==> config.mk <==
export PLATFORM = sky130hd
export DESIGN_NAME = rfid_cmd_tx_flat
export DESIGN_NICKNAME = d
export VERILOG_FILES = /design/src/rtl/rfid_cmd_tx_pkg.sv /design/src/rtl/rfid_cmd_tx_if.sv /design/src/rtl/rfid_cmd_tx_uart_tx_byte.sv /design/src/rtl/rfid_cmd_tx.sv /design/src/flat_wrapper.sv
export SDC_FILE = /design/constraint.sdc
export NUM_CORES = 1
export LEC_CHECK = 0
export ABC_AREA = 1
export BUFFER_PORTS_ARGS = -buffer_cell sky130_fd_sc_hd__buf_2
export CAP_MARGIN = 30
export CORE_ASPECT_RATIO = 1.5
export CORE_MARGIN = 1.5
export CORE_UTILIZATION = 65
export DETAILED_ROUTE_END_ITERATION = 8
export PLACE_DENSITY = 0.85
export SETUP_SLACK_MARGIN = 0.5
export SLEW_MARGIN = 20
export SYNTH_ARGS = -nofsm -noshare
export SYNTH_HDL_FRONTEND = slang
export SYNTH_SLANG_ARGS = --single-unit
==> constraint.sdc <==
create_clock -name clk -period 3.6 [get_ports clk]
set_input_delay 0.72 -clock clk [delete_from_list [all_inputs] [get_ports clk]]
set_output_delay 0.72 -clock clk [all_outputs]
set_load 0.02 [all_outputs]
==> src/rtl/rfid_cmd_tx_pkg.sv <==
// Shared constants, sequencer state encoding and baud divisor helper for rfid_cmd_tx.
// Latency: n/a (declarations only). Backpressure: n/a.
package rfid_cmd_tx_pkg;

    localparam logic [7:0] SOF      = 8'hAA;
    localparam logic [7:0] EOF      = 8'hBB;
    localparam int         MAX_PLEN = 4;

    typedef enum logic [2:0] {
        IDLE,
        LOAD,
        SEND,
        WAIT,
        DONE
    } state_e;

    function automatic int calc_div(input int clk_hz, input int baud);
        return clk_hz / baud;
    endfunction

endpackage

==> src/rtl/rfid_cmd_tx_if.sv <==
// Command request / serial status bundle between the control FSM and rfid_cmd_tx.
// Latency: n/a. Backpressure: start is only honoured while busy is low.
interface rfid_cmd_tx_if;

    logic        start;
    logic [7:0]  cmd;
    logic [31:0] payload;
    logic [2:0]  plen;
    logic        TX;
    logic        busy;
    logic        done;

    modport master (
        output start, cmd, payload, plen,
        input  TX, busy, done
    );

    modport slave (
        input  start, cmd, payload, plen,
        output TX, busy, done
    );

endinterface

==> src/rtl/rfid_cmd_tx_uart_tx_byte.sv <==
// 8N1 byte serialiser with a one-byte holding slot so consecutive bytes leave with no gap.
// Latency: start bit on TX the edge after load. Backpressure: at most one byte may wait behind the one shifting.
module uart_tx_byte #(
    parameter int DIV = 5208
) (
    input  logic       clk,
    input  logic       RST,
    input  logic       load,
    input  logic [7:0] data,
    output logic       tx,
    output logic       bdone
);

    localparam logic [15:0] DIV_M1 = 16'(DIV - 1);

    logic        active_q,   active_d;
    logic        pend_vld_q, pend_vld_d;
    logic [7:0]  pend_dat_q, pend_dat_d;
    logic [9:0]  shreg_q,    shreg_d;
    logic [3:0]  bit_cnt_q,  bit_cnt_d;
    logic [15:0] baud_cnt_q, baud_cnt_d;
    logic        tick;

    assign tick = active_q && (baud_cnt_q == DIV_M1);
    assign tx   = shreg_q[0];

    always_comb begin
        active_d   = active_q;
        pend_vld_d = pend_vld_q;
        pend_dat_d = pend_dat_q;
        shreg_d    = shreg_q;
        bit_cnt_d  = bit_cnt_q;
        baud_cnt_d = baud_cnt_q;
        bdone      = tick && (bit_cnt_q == 4'd9);

        if (active_q) begin
            baud_cnt_d = tick ? 16'd0 : baud_cnt_q + 16'd1;
            if (tick) begin
                bit_cnt_d = bit_cnt_q + 4'd1;
                shreg_d   = {1'b1, shreg_q[9:1]};
                if (bit_cnt_q == 4'd9) begin
                    bit_cnt_d = 4'd0;
                    // Held byte starts on the very edge the stop bit ends.
                    if (pend_vld_q) begin
                        shreg_d    = {1'b1, pend_dat_q, 1'b0};
                        pend_vld_d = 1'b0;
                    end else begin
                        active_d = 1'b0;
                    end
                end
            end
        end

        if (load) begin
            if (!active_q || (bdone && !pend_vld_q)) begin
                shreg_d    = {1'b1, data, 1'b0};
                active_d   = 1'b1;
                bit_cnt_d  = 4'd0;
                baud_cnt_d = 16'd0;
            end else begin
                pend_vld_d = 1'b1;
                pend_dat_d = data;
            end
        end
    end

    always_ff @(posedge clk or negedge RST) begin
        if (!RST) begin
            active_q   <= 1'b0;
            pend_vld_q <= 1'b0;
            pend_dat_q <= 8'd0;
            shreg_q    <= 10'h3FF;
            bit_cnt_q  <= 4'd0;
            baud_cnt_q <= 16'd0;
        end else begin
            active_q   <= active_d;
            pend_vld_q <= pend_vld_d;
            pend_dat_q <= pend_dat_d;
            shreg_q    <= shreg_d;
            bit_cnt_q  <= bit_cnt_d;
            baud_cnt_q <= baud_cnt_d;
        end
    end

endmodule

==> src/rtl/rfid_cmd_tx.sv <==
// Frames cmd + 0..4 payload bytes (SOF LEN CMD PAY.. CHK EOF) and sends them 8N1 on TX.
// Latency: SOF start bit two cycles after start is accepted. Backpressure: start ignored while busy or done.
module rfid_cmd_tx
    import rfid_cmd_tx_pkg::*;
#(
    parameter int CLK_HZ = 50_000_000,
    parameter int BAUD   = 9600
) (
    input  logic         clk,
    input  logic         RST,
    rfid_cmd_tx_if.slave bus
);

    localparam int DIV = calc_div(CLK_HZ, BAUD);

    if (DIV < 2) begin : g_div_chk
        $error("rfid_cmd_tx: CLK_HZ/BAUD must be at least 2");
    end

    state_e      state_q,    state_d;
    logic [3:0]  idx_q,      idx_d;
    logic [3:0]  last_q,     last_d;
    logic [7:0]  cmd_q,      cmd_d;
    logic [31:0] pay_q,      pay_d;
    logic [2:0]  plen_q,     plen_d;
    logic [7:0]  chk_q,      chk_d;
    logic [7:0]  byte_q,     byte_d;
    logic [1:0]  inflight_q, inflight_d;

    logic        ser_load;
    logic        bdone;
    logic        ser_tx;
    logic [2:0]  plen_eff;
    logic [1:0]  pay_k;
    logic [7:0]  cur_byte;
    logic        chk_add;

    assign plen_eff = (bus.plen > 3'(MAX_PLEN)) ? 3'(MAX_PLEN) : bus.plen;
    assign pay_k    = 2'(idx_q - 4'd3);
    // LEN, cmd and payload sit strictly between SOF and the CHK slot.
    assign chk_add  = (idx_q != 4'd0) && (idx_q < (last_q - 4'd1));

    always_comb begin
        cur_byte = 8'd0;
        if (idx_q == 4'd0) begin
            cur_byte = SOF;
        end else if (idx_q == 4'd1) begin
            cur_byte = {5'd0, plen_q} + 8'd1;
        end else if (idx_q == 4'd2) begin
            cur_byte = cmd_q;
        end else if (idx_q == last_q) begin
            cur_byte = EOF;
        end else if (idx_q == (last_q - 4'd1)) begin
            cur_byte = chk_q;
        end else begin
            case (pay_k)
                2'd0:    cur_byte = pay_q[31:24];
                2'd1:    cur_byte = pay_q[23:16];
                2'd2:    cur_byte = pay_q[15:8];
                default: cur_byte = pay_q[7:0];
            endcase
        end
    end

    always_comb begin
        state_d  = state_q;
        idx_d    = idx_q;
        last_d   = last_q;
        cmd_d    = cmd_q;
        pay_d    = pay_q;
        plen_d   = plen_q;
        chk_d    = chk_q;
        byte_d   = byte_q;
        ser_load = 1'b0;

        case (state_q)
            IDLE: begin
                chk_d = 8'd0;
                idx_d = 4'd0;
                if (bus.start) begin
                    cmd_d   = bus.cmd;
                    pay_d   = bus.payload;
                    plen_d  = plen_eff;
                    last_d  = {1'b0, plen_eff} + 4'd4;
                    state_d = LOAD;
                end
            end
            LOAD: begin
                byte_d = cur_byte;
                if (chk_add) begin
                    chk_d = chk_q ^ cur_byte;
                end
                state_d = SEND;
            end
            SEND: begin
                ser_load = 1'b1;
                state_d  = WAIT;
            end
            WAIT: begin
                // Stay one byte ahead of the serialiser; finish when its last byte drains.
                if (idx_q < last_q) begin
                    if ((inflight_q < 2'd2) || bdone) begin
                        idx_d   = idx_q + 4'd1;
                        state_d = LOAD;
                    end
                end else if (bdone && (inflight_q == 2'd1)) begin
                    state_d = DONE;
                end
            end
            DONE: begin
                state_d = IDLE;
            end
            default: begin
                state_d = IDLE;
            end
        endcase

        inflight_d = inflight_q + {1'b0, ser_load} - {1'b0, bdone};
    end

    always_ff @(posedge clk or negedge RST) begin
        if (!RST) begin
            state_q    <= IDLE;
            idx_q      <= 4'd0;
            last_q     <= 4'd0;
            cmd_q      <= 8'd0;
            pay_q      <= 32'd0;
            plen_q     <= 3'd0;
            chk_q      <= 8'd0;
            byte_q     <= 8'd0;
            inflight_q <= 2'd0;
        end else begin
            state_q    <= state_d;
            idx_q      <= idx_d;
            last_q     <= last_d;
            cmd_q      <= cmd_d;
            pay_q      <= pay_d;
            plen_q     <= plen_d;
            chk_q      <= chk_d;
            byte_q     <= byte_d;
            inflight_q <= inflight_d;
        end
    end

    uart_tx_byte #(
        .DIV (DIV)
    ) u_uart_tx_byte (
        .clk   (clk),
        .RST   (RST),
        .load  (ser_load),
        .data  (byte_q),
        .tx    (ser_tx),
        .bdone (bdone)
    );

    assign bus.TX   = ser_tx;
    assign bus.busy = (state_q == LOAD) || (state_q == SEND) || (state_q == WAIT);
    assign bus.done = (state_q == DONE);

endmodule

==> src/flat_wrapper.sv <==
// flat-port wrapper written by rule: the top's interface ports become plain ports
module rfid_cmd_tx_flat import rfid_cmd_tx_pkg::*;
#(
    parameter int CLK_HZ = 50_000_000,
    parameter int BAUD   = 9600
)
  (clk, RST, bus_start, bus_cmd, bus_payload, bus_plen, bus_TX, bus_busy, bus_done);
  rfid_cmd_tx_if bus_i ();
  input  logic clk;
  input  logic RST;
  input wire logic [$bits(bus_i.start)-1:0] bus_start;
  input wire logic [$bits(bus_i.cmd)-1:0] bus_cmd;
  input wire logic [$bits(bus_i.payload)-1:0] bus_payload;
  input wire logic [$bits(bus_i.plen)-1:0] bus_plen;
  output wire logic [$bits(bus_i.TX)-1:0] bus_TX;
  output wire logic [$bits(bus_i.busy)-1:0] bus_busy;
  output wire logic [$bits(bus_i.done)-1:0] bus_done;
  assign bus_i.start = bus_start;
  assign bus_i.cmd = bus_cmd;
  assign bus_i.payload = bus_payload;
  assign bus_i.plen = bus_plen;
  assign bus_TX = bus_i.TX;
  assign bus_busy = bus_i.busy;
  assign bus_done = bus_i.done;
  rfid_cmd_tx #(.CLK_HZ(CLK_HZ), .BAUD(BAUD)) u_core (.clk(clk), .RST(RST), .bus(bus_i));
endmodule
Yosys cells after proc, flatten, opt, wreduce, memory -nomap -nowiden
Index checks and enable logic that the tools add are counted.
{ "classes": {"add_sub_neg": 9, "mul": 0, "div": 0, "magnitude_cmp": 4, "eq_ne": 19, "shift": 0, "n_mux": 44, "bitwise": 2, "n_reduce_logical": 22} }
{ "op_table": {"columns": ["op", "n"], "rows": [
  ["16-bit 2-to-1 mux", 4],
  ["8-bit 2-to-1 mux", 6],
  ["10-bit 2-to-1 mux", 4],
  ["4-bit 2-to-1 mux", 7],
  ["8-bit one-hot mux with 3 select lines", 1],
  ["9-bit 2-to-1 mux", 2],
  ["16-bit by 1-bit adder with 16-bit output (second input constant)", 1],
  ["16-bit by 13-bit equality test with 1-bit output (second input constant)", 1],
  ["8-bit one-hot mux with 2 select lines", 1],
  ["3-bit 2-to-1 mux", 5],
  ["1-bit 2-to-1 mux", 12],
  ["3-bit one-hot mux with 4 select lines", 1],
  ["4-bit by 1-bit adder with 4-bit output (second input constant)", 2],
  ["4-bit equality test", 2],
  ["4-bit < comparator", 2],
  ["4-bit one-hot mux with 2 select lines", 1],
  ["8-bit XOR", 1],
  ["3-bit by 2-bit equality test with 1-bit output (second input constant)", 2],
  ["2-bit by 1-bit inequality test with 1-bit output (second input constant)", 3],
  ["2-bit AND reduction", 3],
  ["3-bit AND reduction", 2],
  ["1-bit logical AND", 5],
  ["3-bit by 1-bit adder with 4-bit output (second input constant)", 1],
  ["3-bit by 3-bit adder with 4-bit output (second input constant)", 1],
  ["24 further kinds", 30]
]} }
{ "word_totals": {"reg_bits": 112, "latch_bits": 0, "mem_bits_rw": 0, "romBits": 0, "input_bits": 46, "word_cells": 115, "mem_count": 0} }

Depth between registers and ports, before layout
Gate-level depths: netlist of run 1.
{ "depth": {"word_depth": 11, "depth_mapped": 15, "ltp_nobuf": 15} }

Modules after synthesis
Synthesis of run 1 repeated with hierarchy kept, for this count alone.
{ "unflattened": {"hier_cells": 849, "area_unflattened_um2": 6243.5} }
{ "modules_own_cells": {"columns": ["mod", "instances", "cells_per_inst", "area_each_um2", "seq_area_each_um2"], "rows": [
  ["rfid_cmd_tx", 1, 491, 3781.1, 1726.7],
  ["uart_tx_byte", 1, 358, 2462.4, 1013.5]
]} }

Least setup slack after synthesis of run 1
No wires, ideal clock.
{ "synth_path": {"path_kind": "register -> register", "start": "register, netlist name u_core.plen_q[0]", "end": "register u_core.chk_q[4]", "setup_time_ns": 0.123, "t_arrival_ns": 1.943, "required_ns": 3.477, "slack_ns": 1.534, "path_stages_with_launch": 14, "synth_period_minus_slack_ns": 2.066, "cell_sequence": "dfrtp_1 > inv_1 > ha_1 > xnor2_1 > ha_1 > nand2_1 > nor2_2 > buf_2 > nor2_1 > nand2_1 > nand2_1 > nand3_1 > xor2_1 > nor2_1"} }
{ "synth_lines": {"columns": ["item", "line_no", "text"], "rows": [
  ["to (signal assigned)", "rfid_cmd_tx.sv:139", "chk_q <= chk_d;"],
  ["to (decl)", "rfid_cmd_tx.sv:26", "logic [7:0] chk_q, chk_d;"]
]} }

Final worst setup path of run 1
{ "layout_path": {"start": "register u_core.plen_q[0]", "end": "register u_core.chk_q[1]"} }
{ "layout_between": {"elab_chain_cells": 6} }
{ "layout_lines": {"columns": ["item", "line_no", "text"], "rows": [
  ["from (decl)", "rfid_cmd_tx.sv:25", "logic [2:0] plen_q, plen_d;"],
  ["from (signal assigned)", "rfid_cmd_tx.sv:138", "plen_q <= plen_d;"],
  ["3-bit by 1-bit adder with 4-bit output", "rfid_cmd_tx.sv:48", "cur_byte = {5'd0, plen_q} + 8'd1;"],
  ["8-bit 2-to-1 mux", "rfid_cmd_tx.sv:47", "end else if (idx_q == 4'd1) begin"],
  ["8-bit 2-to-1 mux", "rfid_cmd_tx.sv:45", "if (idx_q == 4'd0) begin"],
  ["8-bit XOR", "rfid_cmd_tx.sv:91", "chk_d = chk_q ^ cur_byte;"],
  ["8-bit 2-to-1 mux", "rfid_cmd_tx.sv:90", "if (chk_add) begin"],
  ["8-bit one-hot mux with 2 select lines", "rfid_cmd_tx.sv:76", "case (state_q)"]
]} }
No other way between the ends. The select of a mux whose other input is x is not followed.
A chain may end at the register's enable or synchronous reset.

==> run metrics, run 1 <==
outcome finished, final reports clean; commonest non-fill, non-tap cell in the layout nand2_1; hold slack final 393 ps; Critical Path Sink Type flop; Clock Latency Late Sink 350 ps; Initial Util 0.670; die area 0.00975 mm^2; Worst Clk Skew 9.36 ps; CTS clock-pin slew for the worst setup and hold paths 80 ps; post-synthesis sequential area ratio 0.460; total area of sequential cells 0.00274 mm^2; fin crit share 0.689; initial antenna violation count 0; actual transition at the worst max-transition pin 813 ps; CTS tree done; Die Wd 81.1 um; worst slack, placed 1170 ps; total chip power 2.26 mW; synthesized netlist cell count 800; critical path's largest stage delay 480 ps; Nets 904; EDFF count, synth 0; Worst slew margin 0.458; Post-Synthesis Cell Area 0.00595 mm^2; final worst setup slack 1120 ps; CTS sink count 109; # fillers 724; I/O Buffers 48; FF+latch count, synth 109; vias 5262; post-synthesis net count 865; DRT iter0 DRCs 371; multi-input combinational cell area 0.00280 mm^2; Resize count post-CTS 0; CTS buffer count 9; switching component of the power 0.524 mW; max-slew violation count 0; CP required 3850 ps; total gr overflow 0; Tot GR Track Use 0.297; switch share 0.232; Max Freq 403 MHz; crit path max fanout 15; CTS H-tree depth 3; antenna violation net count after detailed routing 0; layout cells sized above 1 0.128; first-pass GRT wire length 22.5 mm; hold buffers post-CTS 0; synth warn 0; async set-reset flop share out of synthesis 1.00; Final setup viols 0; kind of critical path flop to flop; Hold Path Class primary input to async pin; Worst Path Arrival 2730 ps; static leakage 3.63 nW; max cap viols 0; dpl cells 938; Cell Rows 42; # IOs 49; DP Wirelength 9.99 mm; fin cells 954; commonest non-fill, non-tap cells in the layout nand2_1 (324), dfrtp_1 (99), inv_1 (70); internal power 1.74 mW; Post-CTS Setup Bufs 0; combinational cell fraction of total power 0.022; cell family with most CP delay simple AND/OR/NAND/NOR gates; CP max-delay cell nor2_2; post-synthesis cell type count 33; WL/cell 14.2 um; clock share of power 0.437; peak supply drop 0.336 mV; Max Root-Sink Buffers 2; average size of a mapped cell 7.44 um^2; CTS root buf clkbuf_16; CP Buf/Inv Count 1; DRC 0; number of diodes 0; Most used DFF post-synth dfrtp_1; setup TNS 0 ps; 1st-pass router iterations 5; Power Density 345 mW/mm^2; area of the core 0.00888 mm^2; die height 120 um; Flop pwr share 0.541; crit-path most repeated cell nand2_1; P&R area growth vs syn 10.1%; worst path cell trace inv_1 > nand3_1 > xor2_1 > ha_1 > nand2_1 > nor2_2 > nor2_1 > nand2_1 > nand2_1 > nand2_1 > nand2_1 > nand2_1 > nand2_1 > nand2_1 > nor2_1; largest net degree at the start of global routing 59; fin crit period 2480 ps; detail-routed via count per cell 5.52; RSZ-0062 raised after global routing false; routability congestion estimate from global placement 0.911; Final Hold Viols 0; vias in the first global route 5103; crit start category flop; Post-Route WL 13.5 mm
metal layers:
layer	GRT usage	share of wire
met2	0.518	0.51
met5	0	0
met4	0.163	0.050
met1	0.343	0.40
met3	0.0430	0.039
sequential cells by signal, summed over array words and instances, names as in the netlist, 4 cells and up:
signal / cells
u_core.u_uart_tx_byte.pend_dat_q: 8
u_core.cmd_q: 8
u_core.chk_q: 8
u_core.pay_q: 32
u_core.u_uart_tx_byte.shreg_q: 10
u_core.idx_q: 4
u_core.byte_q: 8
u_core.u_uart_tx_byte.bit_cnt_q: 4
u_core.u_uart_tx_byte.baud_cnt_q: 16
synth_stat cells, drive strengths merged (10+ instances only):
library cell | n | area share
dfstp | 10 | 0.044
nor3 | 20 | 0.022
nand3 | 54 | 0.046
o21ai | 36 | 0.035
nand4 | 10 | 0.011
inv | 79 | 0.050
ha | 19 | 0.040
nand2 | 326 | 0.21
nor2 | 66 | 0.045
o31ai | 10 | 0.013
buf | 15 | 0.015
dfrtp | 99 | 0.42
a21oi | 27 | 0.025
cell type report:
class                           count  area share
Clock buffer                        9      0.0344
Clock inverter                      7      0.0113
Inverter                           79      0.0452
Multi-Input combinational cell    588       0.426
Sequential cell                   109       0.418
Tap cell                          110      0.0210
Timing Repair Buffer               52      0.0435
cells by family (layout without fill, tap and decap cells):
group	Yosys count	count (layout)	synth area share
AND/OR/NAND/NOR	481	481	0.336
flip-flops	109	109	0.460
buffers and inverters	103	147	0.0702
AO/OA/AOI/OAI	75	75	0.0744
adder cells (fa/ha/maj)	19	19	0.0399
XOR/XNOR	13	13	0.0191
power by group through the flow:
stage / logic [mW] / registers [mW] / clock network (mW)
6_report: 0.0492 / 1.22 / 0.988
5_1_grt: 0.0568 / 1.22 / 1.06
4_1_cts: 0.0511 / 1.22 / 1.00
3_5_place_dp: 0.0510 / 1.25 / 0
3_3_place_gp: 0.0501 / 1.25 / 0
2_1_floorplan: 0.0000133 / 1.25 / 0
worst paths after layout:
path,from,endpoint,slack (ps),cells past startpoint
max,u_core.plen_q[0],u_core.chk_q[1],1120,15
min,RST,u_core.u_uart_tx_byte.baud_cnt_q[5],390,1
max reg2reg,u_core.plen_q[0],u_core.chk_q[1],1120,15
min reg2reg,u_core.pay_q[10],u_core.pay_q[10],490,2
max in group asynchronous,RST,u_core.u_uart_tx_byte.shreg_q[7],2430,2
min in group clk,u_core.pay_q[10],u_core.pay_q[10],490,2
per-stage QoR:
stage | utilization | area, um^2
3_5_place_dp | 0.704 | 6250
5_1_grt | 0.738 | 6550
4_1_cts | 0.738 | 6550
6_report | 0.738 | 6550
2_1_floorplan | - | 5950
3_3_place_gp | 0.704 | 6250
Note: power is estimated with default switching activity, not from simulation.
==> run 2: changes to the inputs <==
--- a/config.mk
+++ b/config.mk
@@ -10,9 +10,9 @@
 export CAP_MARGIN = 30
 export CORE_ASPECT_RATIO = 1.5
 export CORE_MARGIN = 1.5
-export CORE_UTILIZATION = 65
+export CORE_UTILIZATION = 54
 export DETAILED_ROUTE_END_ITERATION = 8
-export PLACE_DENSITY = 0.85
+export PLACE_DENSITY = 0.75
 export SETUP_SLACK_MARGIN = 0.5
 export SLEW_MARGIN = 20
 export SYNTH_ARGS = -nofsm -noshare
==> constraint.sdc (replaced) <==
create_clock -name clk -period 2.1 [get_ports clk]
set_input_delay 0.42 -clock clk [delete_from_list [all_inputs] [get_ports clk]]
set_output_delay 0.42 -clock clk [all_outputs]
set_load 0.02 [all_outputs]
==> run 2 against run 1 <==
- the run now ends with setup timing left
- clock-buffer cell count is 1 higher
- non-clock buffer count is 76 higher
- final cell count is 12% higher
- worst setup slack worse by 1200 ps
- sequential share of layout area is 7.5 points lower
- register-to-register slack worse by 1200 ps
- maximum frequency is 16% higher
- die area is 20% higher
- cell area is 22% higher
- global-route usage is 2.2 points lower
- core utilization is 1.6 points higher
- first-iteration DRC count is 14% higher
- largest power group unchanged
==> run metrics, run 2 (same netlist as run 1, synthesis figures left out) <==
die area 0.0117 mm^2 (+20%); CP required 2400 ps (-1450 ps); static leakage 4.14 nW (+14%); crit start category flop; CTS root buf clkbuf_16; commonest non-fill, non-tap cell in the layout nand2_1; multi-input combinational cell area 0.00346 mm^2 (+24%); Cell Rows 46 (+9.5%); hold slack final 253 ps (-140 ps); GR Util met1 0.305 (-0.0385); CTS buffer count 9 (unchanged); 1st-pass router iterations 6 (+1); CTS tree done; final worst setup slack -32.5 ps (-1150 ps); Final setup viols 5 (+5); CP Buf/Inv Count 2 (+1); Final Hold Viols 0 (unchanged); total gr overflow 0 (unchanged); outcome complete, but fails checks; met3 usage 0.0396 (-0.00345); detail-routed via count per cell 5.56 (+0.81%); reg2reg start u_core.plen_q[1]; WL/cell 16.6 um (+17%); number of flip-flops in the largest register 32 (unchanged); failing checks setup timing; CP Launch Point u_core.plen_q[1]; I/O Buffers 48 (unchanged); Power Density 486 mW/mm^2 (+41%); area of the core 0.0106 mm^2 (+20%); DRC 0 (unchanged); setup TNS -78.0 ps (-78.0 ps); vias in the first global route 5719 (+12%); Hold Path Class primary input to flop; Placed Area 0.00652 mm^2 (+4.3%); total area of sequential cells 0.00275 mm^2 (+0.32%); CTS clock-pin slew for the worst setup and hold paths 80 ps (about the same); design area 0.00802 mm^2 (+22%); max-slew violation count 0 (unchanged); worst slack, placed 51.4 ps (-1120 ps); kind of critical path flop to flop; first-pass GRT wire length 25.3 mm (+13%); initial antenna violation count 0 (unchanged); worst path cell trace inv_2 > nand3_2 > xor2_1 > ha_1 > buf_4 > a21oi_2 > nand3_2 > o21ai_4 > nand3_1 > nand2_1 > nand2_1 > nor2_1; RSZ-0062 raised after global routing true; critical path's largest stage delay 390 ps (-90 ps); fin crit period 2130 ps (-350 ps); Worst R2R Setup Slack -30 ps (-1150 ps); Critical Path Sink Type flop; actual transition at the worst max-transition pin 388 ps (-425 ps); peak supply drop 0.429 mV (+27%); GR Layer Usage met2 0.485 (-0.0324); antenna violation net count after detailed routing 0 (unchanged); CTS H-tree depth 3 (unchanged); Clock Latency Late Sink 360 ps (about the same); fin crit share 1.02 (+0.326); Initial Util 0.559 (-0.111); DRT iter0 DRCs 423 (+14%); # IOs 49 (unchanged); Max Root-Sink Buffers 2 (unchanged); hold path endpoint u_core.pay_q[27]; CTS sink count 109 (unchanged); P&R area growth vs syn 34.8%; reg2reg end u_core.chk_q[6]; Worst Path Arrival 2430 ps (-300 ps); routability congestion estimate from global placement 0.947 (+3.9%); cell family with most CP delay simple AND/OR/NAND/NOR gates; Largest regs u_core.pay_q: 32 flops, u_core.u_uart_tx_byte.baud_cnt_q: 16 flops, u_core.u_uart_tx_byte.shreg_q: 10 flops; cell count of the worst hold path 3; number of diodes 0 (unchanged); Most Crowded Layer GR met2; CP max-delay cell dfrtp_1; Die Wd 88.7 um (+9.4%); Max Freq 469 MHz (+16%); R2R depth 12 (-3); # fillers 737 (+1.8%); max cap viols 0 (unchanged); die height 132 um (+9.5%); Largest Register u_core.pay_q; commonest non-fill, non-tap cells in the layout nand2_1 (274), dfrtp_1 (92), buf_4 (62); Nets 981 (+8.5%); crit path max fanout 8 (-7); layout cells sized above 1 0.352 (+0.224); largest net degree at the start of global routing 63 (+6.8%); Worst slew margin 0.739 (+0.281); DP Wirelength 10.2 mm (+2.4%); Worst Clk Skew 11.0 ps (+1.61 ps); Post-Route WL 17.7 mm (+30%); Tot GR Track Use 0.276 (-0.0218); vias 5922 (+13%); HP Start bus_payload[27]
==> run 2: cell types whose count changed in the layout (fill, tap and decap cells not counted), moves of 13 or more <==
cell,previous run,this run
buf_4,4,62
inv_1,70,56
nand2_1,324,274
nand2_2,2,42
nand3_1,53,39
nand3_2,1,14
nor2_1,61,39
nor2_4,2,18
o21ai_0,28,15
==> run 2: per-layer routing <==
metal	vias up	routed length (um)
met5	-	0
met2	254	9410
met3	74	836
met1	2837	6480
met4	0	930
li1	2757	-
==> run 2: final cells by class <==
type / count / area share
Clock buffer: 10 / 0.0298
Multi-Input combinational cell: 589 / 0.432
Sequential cell: 109 / 0.343
Clock inverter: 6 / 0.00671
Timing Repair Buffer: 128 / 0.126
Inverter: 79 / 0.0402
Tap cell: 144 / 0.0225
==> run 2: power breakdown <==
group	leakage (nW)	internal, mW	switching [mW]
Sequential	1.39	2.10	0
Clock	0.142	0.860	0.849
Combinational	2.61	0.0356	0.0541
==> run 2: what timing repair did <==
action	CTS	global route
endpoints found under the hold margin	18	0
hold buffers	1	0
cloned	2	2
buffers inserted	31	24
gates resized for setup	61	140
pin swaps	32	49
endpoints found under the setup margin	56	104
==> run 2: worst max-delay path by stage <==
| stage | to | slack [ps] | cells past startpoint |
|---|---|---|---|
| floorplan | u_core.chk_q[4] | 180 | 12 |
| global placement | u_core.chk_q[4] | 90 | 10 |
| CTS | u_core.chk_q[5] | 90 | 16 |
| finish | u_core.chk_q[6] | -30 | 12 |
| global route | u_core.chk_q[1] | -210 | 15 |
| detailed placement | u_core.chk_q[5] | 50 | 16 |
==> run 2: worst reg2reg max path, delay by kind of cell, from the launching register on <==
family | cells | cell delay [ps]
flops | 1 | 390
xor+xnor | 1 | 140
buf+inv | 2 | 260
fa+ha+maj | 1 | 330
compound gates | 2 | 370
simple gates | 6 | 560
==> run 2: per-stage QoR <==
| step | power, mW | util | instances |
|---|---|---|---|
| 6_report | 3.90 | 0.753 | 1065 |
| 5_1_grt | 4.00 | 0.753 | 1065 |
| 4_1_cts | 3.90 | 0.685 | 1039 |
| 3_5_place_dp | 2.23 | 0.613 | 989 |
| 3_3_place_gp | 2.23 | 0.613 | 989 |
| 2_1_floorplan | 2.14 | - | 800 |
==> run 3: changes to the inputs <==
--- a/config.mk
+++ b/config.mk
@@ -10,10 +10,11 @@
 export CAP_MARGIN = 30
 export CORE_ASPECT_RATIO = 1.5
 export CORE_MARGIN = 1.5
-export CORE_UTILIZATION = 54
+export CORE_UTILIZATION = 40
 export DETAILED_ROUTE_END_ITERATION = 8
-export PLACE_DENSITY = 0.75
+export PLACE_DENSITY = 0.58
 export SETUP_SLACK_MARGIN = 0.5
+export SKIP_LAST_GASP = 1
 export SLEW_MARGIN = 20
 export SYNTH_ARGS = -nofsm -noshare
 export SYNTH_HDL_FRONTEND = slang
==> run 3 against run 2 <==
- the flow now finishes without violations
- critical path depth is 3 higher
- cell area shrank 2.7%
- sequential cell count unchanged
- combinational power down 4.0%
- via count down 8.0%
- die area is 34% higher
- largest power group unchanged
==> run metrics, run 3 (same netlist as run 1, synthesis figures left out) <==
outcome finished, final reports clean; total gr overflow 0 (unchanged); kind of critical path flop to flop; setup TNS 0 ps (+78.0 ps); Cell Rows 54 (+17%); DRC 0 (unchanged); worst slack, placed 24.9 ps (-26.5 ps); number of flip-flops in the largest register 32 (unchanged); CP required 2350 ps (-50 ps); # fillers 1384 (+88%); # IOs 49 (unchanged); vias 5447 (-8.0%); Worst Clk Skew 5.69 ps (-5.27 ps); Clock Latency Late Sink 360 ps (about the same); Critical Path Sink Type flop; vias in the first global route 5434 (-5.0%); Tot GR Track Use 0.205 (-0.0702); WL/cell 14.0 um (-15%); Die Wd 103 um (+16%); Final Util 0.537 (-0.216); DP Wirelength 10.5 mm (+2.4%); Final Hold Viols 0 (unchanged); die height 152 um (+16%); first-pass GRT wire length 25.5 mm (+0.66%); CTS tree done; Post-Route WL 15.6 mm (-12%); Nets 974 (-0.71%); number of diodes 0 (unchanged); CTS sink count 109 (unchanged); initial antenna violation count 0 (unchanged); Largest regs u_core.pay_q: 32 flops, u_core.u_uart_tx_byte.baud_cnt_q: 16 flops, u_core.u_uart_tx_byte.shreg_q: 10 flops; Final setup viols 0 (-5); reg2reg end u_core.chk_q[5]; Max Root-Sink Buffers 2 (unchanged); Worst slew margin 0.615 (-0.124); Worst Path Arrival 2270 ps (-160 ps); DRT iter0 DRCs 230 (-46%); Largest Register u_core.pay_q; CTS H-tree depth 3 (unchanged); I/O Buffers 48 (unchanged); detail-routed via count per cell 4.91 (-12%); commonest non-fill, non-tap cell in the layout nand2_1; fin cells 1110 (+4.2%); routability congestion estimate from global placement 0.855 (-9.7%); RSZ-0062 raised after global routing true; layout cells sized above 1 0.303 (-0.0487); Power Density 517 mW/mm^2 (+6.4%); max cap viols 0 (unchanged); crit start category flop; Critical Path Sink u_core.chk_q[5]; Max Freq 496 MHz (+5.8%); CTS root buf clkbuf_16; R2R depth 15 (+3); crit path max fanout 14 (+6); design area 0.00780 mm^2 (-2.7%); antenna violation net count after detailed routing 0 (unchanged); final worst setup slack 84.4 ps (+117 ps); commonest non-fill, non-tap cells in the layout nand2_1 (293), dfrtp_1 (93), inv_1 (60); fin crit share 0.960 (-0.0556); dpl cells 1043 (+5.5%); static leakage 4.05 nW (-2.2%); Hold Path Class primary input to async pin; P&R area growth vs syn 31.1%; Worst R2R Setup Slack 80 ps (+120 ps); peak supply drop 0.434 mV (+1.1%); actual transition at the worst max-transition pin 578 ps (+190 ps); 1st-pass router iterations 4 (-2); area of the core 0.0145 mm^2 (+36%); max-slew violation count 0 (unchanged); Placed Area 0.00662 mm^2 (+1.4%); CP Launch Point u_core.plen_q[0]; Initial Util 0.410 (-0.149); fin crit period 2020 ps (-117 ps); reg2reg start u_core.plen_q[0]; CTS buffer count 9 (unchanged); die area 0.0156 mm^2 (+34%); CTS clock-pin slew for the worst setup and hold paths 70 ps (about the same); largest net degree at the start of global routing 110 (+75%)
==> run 3: final cells by class <==
type	count	area [um^2]	area share
clock buffer	10	229	0.0293
clock inverter	6	86.3	0.0111
inverter	79	312	0.0399
multi-input combinational	588	3230	0.414
sequential	109	2750	0.352
tap	196	245	0.0314
timing repair buffer	121	940	0.120
timing repair inverter	1	11.3	0.00144
==> run 3: repair_timing <==
item	CTS	global route
buffers inserted	26	22
hold buffers	0	0
gates cloned	1	2
resized for setup	51	91
pin swaps	18	36
setup endpoints to repair	97	99
==> run 3: per-stage QoR <==
step / total power [mW] / hold WS, ps
floorplan: 2.14 / 124
global placement: 2.23 / 461
detailed placement: 2.23 / 463
CTS: 4.08 / 164
global route: 4.18 / 175
finish: 4.03 / 130
==> run 3: power by group <==
| group | leakage, nW | switching [mW] | internal (mW) |
|---|---|---|---|
| Clock | 0.153 | 0.800 | 1.05 |
| Sequential | 1.39 | 0 | 2.10 |
| Combinational | 2.51 | 0.0527 | 0.0332 |
==> run 3: how the worst min path moves through the flow <==
| stage | startpoint | endpoint | slack [ps] | cells after the start |
|---|---|---|---|---|
| after floorplan | RST | u_core.byte_q[0] | 120 | 0 |
| after global placement | u_core.u_uart_tx_byte.pend_dat_q[6] | u_core.u_uart_tx_byte.pend_dat_q[6] | 460 | 2 |
| after detailed placement | u_core.u_uart_tx_byte.pend_dat_q[6] | u_core.u_uart_tx_byte.pend_dat_q[6] | 460 | 2 |
| after CTS | RST | u_core.u_uart_tx_byte.baud_cnt_q[15] | 160 | 2 |
| after global routing | RST | u_core.u_uart_tx_byte.baud_cnt_q[5] | 170 | 2 |
| final | RST | u_core.u_uart_tx_byte.baud_cnt_q[5] | 130 | 2 |
==> run 3: worst max-delay path: stages (launching register included) <==
cell	delay (ps)
dfrtp_1	390
inv_2	110
nand3_2	70
xor2_1	150
ha_1	330
nand2_2	120
nor2_4	50
buf_12	140
nor2_1	90
nand2_1	70
nand2_1	70
nand2_1	60
nand2_2	70
nand2_2	50
nor2_1	110
nor2_2	50
==> run 3: metal layers <==
layer  GRT usage  vias up  share of wire  wire length [um]
met1       0.242     2567           0.42              6490
met4      0.0992        0          0.033               517
li1            -     2737              -                 -
met3      0.0280       28          0.026               398
met2       0.360      115           0.53              8190
met5           0        -              0                 0
